==> config.mk <==
export PLATFORM = sky130hd
export DESIGN_NAME = nested_interrupt_ctl
export DESIGN_NICKNAME = d
export VERILOG_FILES = /design/src/rtl/nested_interrupt_ctl.sv
export SDC_FILE = /design/constraint.sdc
export NUM_CORES = 1
export LEC_CHECK = 0
export CAP_MARGIN = 40
export CORE_UTILIZATION = 50
export DETAILED_ROUTE_END_ITERATION = 8
export PLACE_DENSITY = 0.79
export RECOVER_POWER = 100
export SETUP_SLACK_MARGIN = 0.5
export SLEW_MARGIN = 10
export SYNTH_ARGS = -nofsm -noshare
export SYNTH_HDL_FRONTEND = slang
export SYNTH_SLANG_ARGS = --single-unit
==> constraint.sdc <==
create_clock -name clk -period 11.8 [get_ports clk]
set_input_delay 2.36 -clock clk [delete_from_list [all_inputs] [get_ports clk]]
set_output_delay 2.36 -clock clk [all_outputs]
set_load 0.05 [all_outputs]
==> src/rtl/nested_interrupt_ctl.sv <==
// nested_interrupt_ctl: multi-level interrupt controller with nested pre-emption.
// Sources are captured as level or rising-edge requests. The enabled pending
// source with the highest priority is presented to the CPU as a vector address.
// A service stack of {id, level} entries lets a strictly higher level pre-empt
// the one currently being serviced.
// Optional feature macro: INT_SW_TRIGGER_EN adds the sw_int_set software trigger port.
//
// Handshake: int_gen is "valid" and int_ack is "ready". A vector is accepted
// on a rising clk edge where int_gen and int_ack are both high. While int_gen
// is high, int_addr stays stable. The controller may withdraw int_gen without
// a transfer when the requested source stops qualifying. int_ack is ignored
// while int_gen is low.
module nested_interrupt_ctl #(
  parameter int                    NUM_OF_INT = 8,
  parameter int                    PRIO_BITS  = 2,
  parameter int                    ADDR_WIDTH = 8,
  parameter logic [ADDR_WIDTH-1:0] VEC_BASE   = 8'h03,
  parameter int                    VEC_STRIDE = 8
) (
  input  logic                            clk,
  input  logic                            reset_n,
  input  logic                            global_int_enable,
  input  logic [NUM_OF_INT-1:0]           int_enable_mask,
  input  logic [NUM_OF_INT-1:0]           int_level1_pulse0,
  input  logic [NUM_OF_INT*PRIO_BITS-1:0] int_priority,
  input  logic [NUM_OF_INT-1:0]           int_pins,
  input  logic                            int_ack,
  input  logic                            ret_int,
`ifdef INT_SW_TRIGGER_EN
  input  logic [NUM_OF_INT-1:0]           sw_int_set,
`endif
  output logic                            int_gen,
  output logic [ADDR_WIDTH-1:0]           int_addr,
  output logic [NUM_OF_INT-1:0]           int_pending,
  output logic                            int_in_service,
  output logic [PRIO_BITS-1:0]            int_active_level,
  output logic [1:0]                      dbg_state,
  output logic [((NUM_OF_INT > 1) ? $clog2(NUM_OF_INT) : 1)-1:0] dbg_top_id
);

  localparam int ID_W  = (NUM_OF_INT > 1) ? $clog2(NUM_OF_INT) : 1;
  localparam int DEPTH = 1 << PRIO_BITS;
  localparam int SP_W  = $clog2(DEPTH + 1);

  typedef enum logic [1:0] {
    S_IDLE = 2'd0,
    S_ARB  = 2'd1,
    S_REQ  = 2'd2
  } state_t;

  state_t                  state, state_next;
  logic [NUM_OF_INT-1:0]   pins_s, int_pins_d1, pin_rise;
  logic [NUM_OF_INT-1:0]   pend_en, pend_next, ack_clr;
  logic                    cand_found, eligible;
  logic [ID_W-1:0]         cand_id;
  logic [PRIO_BITS-1:0]    cand_lvl;
  logic [ADDR_WIDTH-1:0]   addr_calc, addr_next;
  logic                    gen_next, push, ack_hit;
  logic [ID_W-1:0]         cur_id, id_next;
  logic [PRIO_BITS-1:0]    cur_lvl, lvl_next;
  logic [ID_W-1:0]         stk_id  [DEPTH];
  logic [PRIO_BITS-1:0]    stk_lvl [DEPTH];
  logic [SP_W-1:0]         sp, sp_pop, sp_next;
  logic                    push_ok;
  logic [PRIO_BITS-1:0]    top_idx, push_idx, top_lvl;
`ifdef INT_SW_TRIGGER_EN
  logic [NUM_OF_INT-1:0]   sw_hold, sw_hold_next;
`endif

  assign pin_rise = pins_s & ~int_pins_d1;
  assign pend_en  = int_pending & int_enable_mask;

  // Pick the enabled pending source with the highest priority, lowest index on ties.
  always_comb begin
    cand_found = 1'b0;
    cand_id    = '0;
    cand_lvl   = '0;
    for (int i = 0; i < NUM_OF_INT; i++) begin
      if (pend_en[i] && (!cand_found || int_priority[i*PRIO_BITS +: PRIO_BITS] > cand_lvl)) begin
        cand_found = 1'b1;
        cand_id    = ID_W'(i);
        cand_lvl   = int_priority[i*PRIO_BITS +: PRIO_BITS];
      end
    end
  end

  // Top-of-stack view; an empty stack reads as level 0.
  always_comb begin
    top_idx    = PRIO_BITS'(sp - 1'b1);
    top_lvl    = (sp == '0) ? '0 : stk_lvl[top_idx];
    dbg_top_id = (sp == '0) ? '0 : stk_id[top_idx];
  end

  assign eligible  = cand_found && ((sp == '0) || (cand_lvl > top_lvl));
  assign addr_calc = ADDR_WIDTH'(32'(VEC_BASE) + 32'(VEC_STRIDE) * 32'(cand_id));

  // Request FSM: next state, request outputs and stack push decision.
  always_comb begin
    state_next = state;
    gen_next   = int_gen;
    addr_next  = int_addr;
    id_next    = cur_id;
    lvl_next   = cur_lvl;
    push       = 1'b0;
    ack_hit    = 1'b0;
    case (state)
      S_IDLE: begin
        if (global_int_enable && eligible) state_next = S_ARB;
      end
      S_ARB: begin
        if (global_int_enable && eligible) begin
          id_next    = cand_id;
          lvl_next   = cand_lvl;
          addr_next  = addr_calc;
          gen_next   = 1'b1;
          state_next = S_REQ;
        end else begin
          state_next = S_IDLE;
        end
      end
      S_REQ: begin
        if (int_ack) begin
          push       = 1'b1;
          ack_hit    = 1'b1;
          gen_next   = 1'b0;
          state_next = S_IDLE;
        end else if (!int_pending[cur_id] || !int_enable_mask[cur_id] || !global_int_enable) begin
          gen_next   = 1'b0;
          state_next = S_IDLE;
        end
      end
      default: begin
        gen_next   = 1'b0;
        state_next = S_IDLE;
      end
    endcase
  end

  // Acknowledge clears the pending bit of the accepted source only.
  always_comb begin
    ack_clr = '0;
    for (int i = 0; i < NUM_OF_INT; i++) begin
      ack_clr[i] = ack_hit && (cur_id == ID_W'(i));
    end
  end

  // Pending next value: level sources follow the pin, pulse sources are sticky with set winning.
  always_comb begin
    pend_next = '0;
`ifdef INT_SW_TRIGGER_EN
    sw_hold_next = (sw_hold & ~ack_clr) | sw_int_set;
    for (int i = 0; i < NUM_OF_INT; i++) begin
      if (int_level1_pulse0[i]) pend_next[i] = pins_s[i] | sw_hold_next[i];
      else pend_next[i] = (int_pending[i] & ~ack_clr[i]) | pin_rise[i] | sw_int_set[i];
    end
`else
    for (int i = 0; i < NUM_OF_INT; i++) begin
      if (int_level1_pulse0[i]) pend_next[i] = pins_s[i];
      else pend_next[i] = (int_pending[i] & ~ack_clr[i]) | pin_rise[i];
    end
`endif
  end

  // Stack pointer: pop first, then push, saturating at full depth.
  always_comb begin
    sp_pop   = (ret_int && (sp != '0)) ? sp - 1'b1 : sp;
    push_ok  = push && (sp_pop < SP_W'(DEPTH));
    sp_next  = push_ok ? sp_pop + 1'b1 : sp_pop;
    push_idx = PRIO_BITS'(sp_pop);
  end

  // FSM state and request registers.
  always_ff @(posedge clk or negedge reset_n) begin
    if (!reset_n) begin
      state    <= S_IDLE;
      int_gen  <= 1'b0;
      int_addr <= '0;
      cur_id   <= '0;
      cur_lvl  <= '0;
    end else begin
      state    <= state_next;
      int_gen  <= gen_next;
      int_addr <= addr_next;
      cur_id   <= id_next;
      cur_lvl  <= lvl_next;
    end
  end

  // Pin sampling, edge history and pending register.
  always_ff @(posedge clk or negedge reset_n) begin
    if (!reset_n) begin
      pins_s      <= '0;
      int_pins_d1 <= '0;
      int_pending <= '0;
`ifdef INT_SW_TRIGGER_EN
      sw_hold     <= '0;
`endif
    end else begin
      pins_s      <= int_pins;
      int_pins_d1 <= pins_s;
      int_pending <= pend_next;
`ifdef INT_SW_TRIGGER_EN
      sw_hold     <= sw_hold_next;
`endif
    end
  end

  // Service stack of {id, level} entries.
  always_ff @(posedge clk or negedge reset_n) begin
    if (!reset_n) begin
      sp <= '0;
      for (int k = 0; k < DEPTH; k++) begin
        stk_id[k]  <= '0;
        stk_lvl[k] <= '0;
      end
    end else begin
      sp <= sp_next;
      if (push_ok) begin
        stk_id[push_idx]  <= cur_id;
        stk_lvl[push_idx] <= cur_lvl;
      end
    end
  end

  assign int_in_service   = (sp != '0);
  assign int_active_level = top_lvl;
  assign dbg_state        = state;

endmodule

==> run_results.csv, run 1 <==
group,metric,value,unit
global_route,met3_usage,0.0429,
cts,clock_path_buffers,2,
setup_path,cp_num_buf_inv,13,
cts,cts_sinks,56,
hold_path,hp-start,"pins_s[0]",
global_route,grtUsageMet2,0.471,
power,leakage,2.35,nW
yosys,ys_seq_elements,56,
setup_path,crit_path_frequent_cell,"buf_4",
sta,finalWorstSetupSlack,-0.0364,ns
global_route,grt_pass1_vias,2966,
detailed_routing,vias,3226,
global_route,grt_pass1_wl,14100,um
place,dp_hpwl,5710,um
yosys,ys_async_sr_fraction,1.00,
flow_run,cap_violations,1,
setup_path,cp_max_fo,5,
setup_path,critPathKind,"in2reg",
sta,tightest_slew,2.87,ns
power,peakVddDrop,156,uV
finish,drive_above_1_share,0.376,
power,power_density,195,mW/mm2
yosys,synth-edff-count,0,
detailed_routing,antenna_left,0,
yosys,ys_seq_area_frac,0.437,
place,dp.cells,474,
finish,syn_to_final_growth,55.5,%
floorplanning,die_area,0.00674,mm2
finish,fin_cells,533,
setup_path,slowest_delay,0.36,ns
setup_path,end_kind,"flop",
yosys,synth_warnings,0,
finish,layout.nets,524,
place,placed_cell_area,0.00411,mm2
floorplanning,rows,28,
finish,final_common_cell,"buf_4",
status,violations,"capacitance limit, slew limit, setup timing",
detailed_routing,totalWireLength,11600,um
place,gp_congestion,0.893,
global_route,grt_start_max_net_pins,57,
detailed_routing,wl_per_cell,21.7,um
setup_path,crit_family,"compound AO/OA/AOI/OAI gates",
cts,htree_num_levels,2,
global_route,grtUsageMet1,0.366,
global_route,track_usage,0.281,
setup_path,critPathArrivalTime,12.07,ns
global_route,top_usage_layer,"met2",
sta,skew,0.00881,ns
cts,cts_tree,"built",
sta,finalSetupViolCount,4,
floorplanning,core,0.00606,mm2
finish,final_cell_mix,"74 x buf_4, 56 x dfrtp_1, 35 x nand2_1",
sta,drv_slew,57,
status,run_status,"finished with violations",
place,post-place-ws,-0.685,ns
detailed_routing,drc,0,
yosys,syn_avg_cell_area,10.1,um2
sta,period_needed,11.84,ns
setup_path,critPathRequiredTime,12.04,ns
floorplanning,die_h,82.1,um
floorplanning,num_io_pins,70,
yosys,synthCells,317,
cts,cts_root_buf,"clkbuf_8",
floorplanning,die_x,82.1,um
cts,numCtsBuffers,5,
finish,final_area,0.00499,mm2
yosys,synthDistinctLibCells,43,
sta,slew-limit-headroom,-0.913,
sta,max_freq,84.5,MHz
finish,antenna_cells,0,
setup_path,cp-startpoint,"int_enable_mask[0]",
sta,fin_crit_sh,1.00,
place,portBuffers,66,
detailed_routing,dr.pass1.iters,6,
setup_path,start_kind,"input port",
sta,tns,-0.0876,ns
detailed_routing,via_per_inst,6.05,
setup_path,cp_slowest_cell,"ha_1",
hold_path,hold_class,"reg2reg",
global_route,antenna_found_initial,0,
yosys,syn-cell-area,0.00321,mm2
finish,n_fill_cell,326,
global_route,grt.overflow.total,0,
detailed_routing,initialDrtViolationCount,334,
yosys,synth_ff_type,"dfrtp_1",
setup_path,r2r-start,"int_pending[0]",
floorplanning,start_util,0.529,
sta,finalHoldViolations,0,
cts,clk_pin_slew_worst_paths,0.10,ns
cts,clk_latency,0.31,ns
==> metal layers <==
metal	routed length (um)	share of wire	up-vias
met5	35	0.0030	-
met4	600	0.052	2
met3	935	0.081	69
met2	5630	0.49	219
met1	4390	0.38	1556
li1	-	-	1380
==> per-stage QoR <==
| stage | utilization | total power, mW | hold WS, ns |
|---|---|---|---|
| after floorplan | - | 0.576 | 0.348 |
| after global placement | 0.678 | 0.708 | 0.356 |
| after detailed placement | 0.678 | 0.724 | 0.361 |
| after CTS | 0.760 | 0.880 | 0.389 |
| after global routing | 0.823 | 1.02 | 0.402 |
| final | 0.823 | 0.971 | 0.385 |
==> worst register-to-register path: cells and delay by family, from the launching register on <==
kind / cells / cell delay (ns)
compound gates: 18 / 3.14
simple gates: 20 / 2.88
fa+ha+maj: 7 / 2.02
buf+inv: 12 / 1.59
flops: 1 / 0.48
==> kinds of logic after synthesis <==
family / Yosys count / share of synthesized area
adder cells (fa/ha/maj): 22 / 0.0858
AO/OA/AOI/OAI: 58 / 0.119
AND/OR/NAND/NOR: 108 / 0.170
multiplexers: 32 / 0.132
buffers and inverters: 38 / 0.0491
flip-flops: 56 / 0.437
other: 1 / 0.00117
XOR/XNOR: 2 / 0.00546
==> registers in the layout, summed over array words and instances, names as in the netlist <==
signal	flops
stk_id	12
cur_id	3
int_pending	8
pins_s	8
stk_lvl	8
int_gen	1
int_addr	1
dbg_state	2
int_pins_d1	8
cur_lvl	2
sp	3
==> final cells by class <==
cell class              instances  area (um2)  area share
multi-input cells             225        2030       0.408
flip-flops and latches         56        1400       0.281
repair buffers                145        1270       0.255
well taps                      75        93.8      0.0188
inverters                      24        90.1      0.0181
clock buffers                   5        68.8      0.0138
clock inverters                 3        26.3     0.00527
==> cells in the mapped netlist, types with 7 or more instances <==
cell | instances | area (um2)
inv_1 | 24 | 90.1
nor2_1 | 15 | 56.3
nand2b_1 | 7 | 43.8
a21oi_1 | 10 | 50.1
mux2_2 | 23 | 259
ha_1 | 22 | 275
nor2b_1 | 9 | 56.3
o21ai_0 | 22 | 110
clkbuf_1 | 10 | 37.5
and2_1 | 10 | 62.6
nand2_1 | 42 | 158
dfrtp_1 | 56 | 1400
==> timing repair <==
| item | 4_1_cts | 5_1_grt |
|---|---|---|
| setup buffers | 38 | 13 |
| setup endpoints to repair | 9 | 9 |
| pin swaps | 29 | 40 |
| hold buffers | 0 | 0 |
| gates resized for setup | 34 | 57 |
| cloned | 0 | 0 |
==> worst paths after layout <==
check / to / slack [ns] / depth (start not counted)
worst max-delay path: cur_id[1] / -0.04 / 58
worst min-delay path: int_pins_d1[0] / 0.38 / 0
worst max register to register: cur_id[1] / 1.60 / 57
worst min register to register: int_pins_d1[0] / 0.38 / 0
max in group asynchronous: stk_lvl[7] / 7.12 / 2
min in group asynchronous: int_pins_d1[1] / 3.05 / 2
==> where the power goes <==
group / internal, mW / total, mW / switching (mW)
logic: 0.253 / 0.563 / 0.310
clock network: 0.0434 / 0.108 / 0.0649
registers: 0.239 / 0.299 / 0.0605
(Power assumes the default switching activity.)
==> run 2, diff against run 1 <==
--- a/config.mk
+++ b/config.mk
@@ -7,6 +7,7 @@
 export LEC_CHECK = 0
 export CAP_MARGIN = 40
 export CORE_UTILIZATION = 50
+export CTS_BUF_LIST = sky130_fd_sc_hd__clkbuf_4
 export DETAILED_ROUTE_END_ITERATION = 8
 export PLACE_DENSITY = 0.79
 export RECOVER_POWER = 100
==> run 2 against run 1 <==
The run ends with capacitance limit, slew limit left. Fmax up 2.7%. Largest power group unchanged. Setup slack improved by 0.31 ns. Combinational power fell by 2%. Non-clock buffer count is 3 lower. Via count rose by 0.99%. Sequential cell count unchanged. Largest cell class unchanged. Core utilization decreased by 1.5 points. Power is 3.6% lower. Final cell count shrank 0.56%. Sequential power hardly changed. Sequential share of layout area rose by 0.53 points. Highest routed layer is now met4.
==> run_results.csv, run 2 (synthesized netlist as in run 1, its figures left out) <==
group,metric,value,unit
floorplanning,core,0.00606,mm2
power,net-switching-power,0.422,mW
detailed_routing,wl_per_cell,21.0,um
cts,cts_root_buf,"clkbuf_4",
setup_path,end_kind,"flop",
power,p_comb_frac,0.587,
floorplanning,die_h,82.1,um
setup_path,cp_slowest_cell,"clkdlybuf4s50_1",
global_route,grt_start_max_net_pins,57,
floorplanning,die_area,0.00674,mm2
cts,clk_pin_slew_worst_paths,0.16,ns
floorplanning,num_io_pins,70,
global_route,grtUsageMet1,0.351,
global_route,grt_pass1_wl,14200,um
setup_path,critPathKind,"in2reg",
power,power_density,191,mW/mm2
place,placed_cell_area,0.00411,mm2
power,p_sw_frac,0.452,
global_route,top_usage_layer,"met2",
place,post-place-ws,-0.685,ns
sta,skew,0.00854,ns
place,portBuffers,66,
setup_path,start_kind,"input port",
hold_path,hp-start,"pins_s[0]",
global_route,antenna_found_initial,0,
power,leakage,2.31,nW
status,violations,"capacitance limit, slew limit",
setup_path,cp_max_fo,6,
cts,cts_sinks,56,
place,dp.cells,474,
cts,clk_latency,0.38,ns
finish,syn_to_final_growth,52.6,%
detailed_routing,vias,3258,
cts,htree_num_levels,2,
place,dp_hpwl,5710,um
finish,final_common_cell,"buf_4",
sta,finalHoldViolations,0,
place,gp_congestion,0.893,
finish,fin_util,0.808,
sta,tns,0,ns
sta,finalWorstSetupSlack,0.278,ns
cts,cts_hold_buf,0,
cts,numCtsBuffers,5,
setup_path,critPathArrivalTime,11.83,ns
sta,max_freq,86.8,MHz
cts,clock_path_buffers,2,
global_route,grt_pass1_vias,3026,
detailed_routing,totalWireLength,11100,um
flow_run,cap_violations,1,
sta,fin_crit_sh,0.976,
detailed_routing,drc,0,
global_route,track_usage,0.284,
global_route,grtUsageMet2,0.478,
finish,final_cell_mix,"72 x buf_4, 56 x dfrtp_1, 34 x nand2_1",
setup_path,rr_worst_depth,52,
detailed_routing,antenna_left,0,
floorplanning,rows,28,
sta,period_needed,11.52,ns
finish,largest_reg_flops,12,
hold_path,hold_class,"reg2reg",
power,total_power,0.935,mW
finish,antenna_cells,0,
power,internal_power,0.513,mW
setup_path,cp-startpoint,"int_enable_mask[1]",
sta,drv_slew,57,
floorplanning,start_util,0.529,
global_route,grt.overflow.total,0,
status,run_status,"finished with violations",
sta,tightest_slew,2.91,ns
finish,top_register,"stk_id",
setup_path,critPathRequiredTime,12.11,ns
setup_path,slowest_delay,0.60,ns
finish,drive_above_1_share,0.374,
sta,finalSetupViolCount,0,
detailed_routing,initialDrtViolationCount,337,
floorplanning,die_x,82.1,um
finish,final_area,0.00489,mm2
sta,slew-limit-headroom,-0.938,
hold_path,hold_depth,0,
detailed_routing,dr.pass1.iters,5,
finish,layout.nets,521,
power,sequentialPowerShare,0.320,
detailed_routing,via_per_inst,6.15,
power,p_clk_frac,0.093,
setup_path,r2r-start,"int_pending[0]",
power,peakVddDrop,139,uV
cts,cts_tree,"built",
global_route,met3_usage,0.0484,
finish,fin_cells,530,
sta,hold-worst-slack,0.397,ns
## run 2: changes by cell type in the layout (fill, tap and decap cells not counted), moves of 2 or more
cell / previous run / this run
buf_4: 74 / 72
clkbuf_4: 0 / 5
clkbuf_8: 5 / 0
ha_1: 14 / 11
ha_2: 0 / 2
nand2_2: 5 / 7
## run 2: timing repair
action                                  CTS  global route
pin swaps                                24            35
setup buffers                            39             9
gates resized for setup                  26            61
endpoints found under the setup margin    9             9
## run 2: cell type report
cell class	count	area [um2]
repair buffers	142	1250
flip-flops and latches	56	1400
clock buffers	5	37.5
inverters	24	90.1
clock inverters	3	26.3
multi-input cells	225	2000
fillers	339	1170
well taps	75	93.8
## run 2: final timing paths
check | end | slack, ns
max in group asynchronous | stk_id[0] | 7.18
min | int_pins_d1[0] | 0.40
min reg2reg | int_pins_d1[0] | 0.40
min in group asynchronous | int_pending[2] | 3.00
max reg2reg | cur_id[2] | 1.84
max | cur_id[2] | 0.28
## run 2: power groups by stage
stage               clock (mW)  sequential, mW  combinational (mW)
floorplan                    0           0.312               0.263
global placement             0           0.293               0.415
detailed placement           0           0.296               0.428
CTS                     0.0899           0.292               0.469
global route            0.0955           0.306               0.584
finish                  0.0874           0.299               0.549
## run 2: worst max-delay path: cells and delay by family
kind                       cells  cell delay [ns]
muxes                          1             0.31
and+or+nand+nor               18             2.73
AOI/OAI and AO/OA             20             3.62
adders and majority gates      7             1.80
buffers and inverters          4             1.03
## run 2: metal layers
metal | share of wire | wire length (um)
met5 | 0 | 0
met4 | 0.065 | 726
met3 | 0.068 | 758
met2 | 0.49 | 5430
met1 | 0.38 | 4230
==> run 3, diff against run 2 <==
--- a/config.mk
+++ b/config.mk
@@ -12,7 +12,6 @@
 export PLACE_DENSITY = 0.79
 export RECOVER_POWER = 100
 export SETUP_SLACK_MARGIN = 0.5
-export SLEW_MARGIN = 10
 export SYNTH_ARGS = -nofsm -noshare
 export SYNTH_HDL_FRONTEND = slang
 export SYNTH_SLANG_ARGS = --single-unit
==> results of run 3 <==
No change in the layout: final DEF, timing and power equal those of run 2.
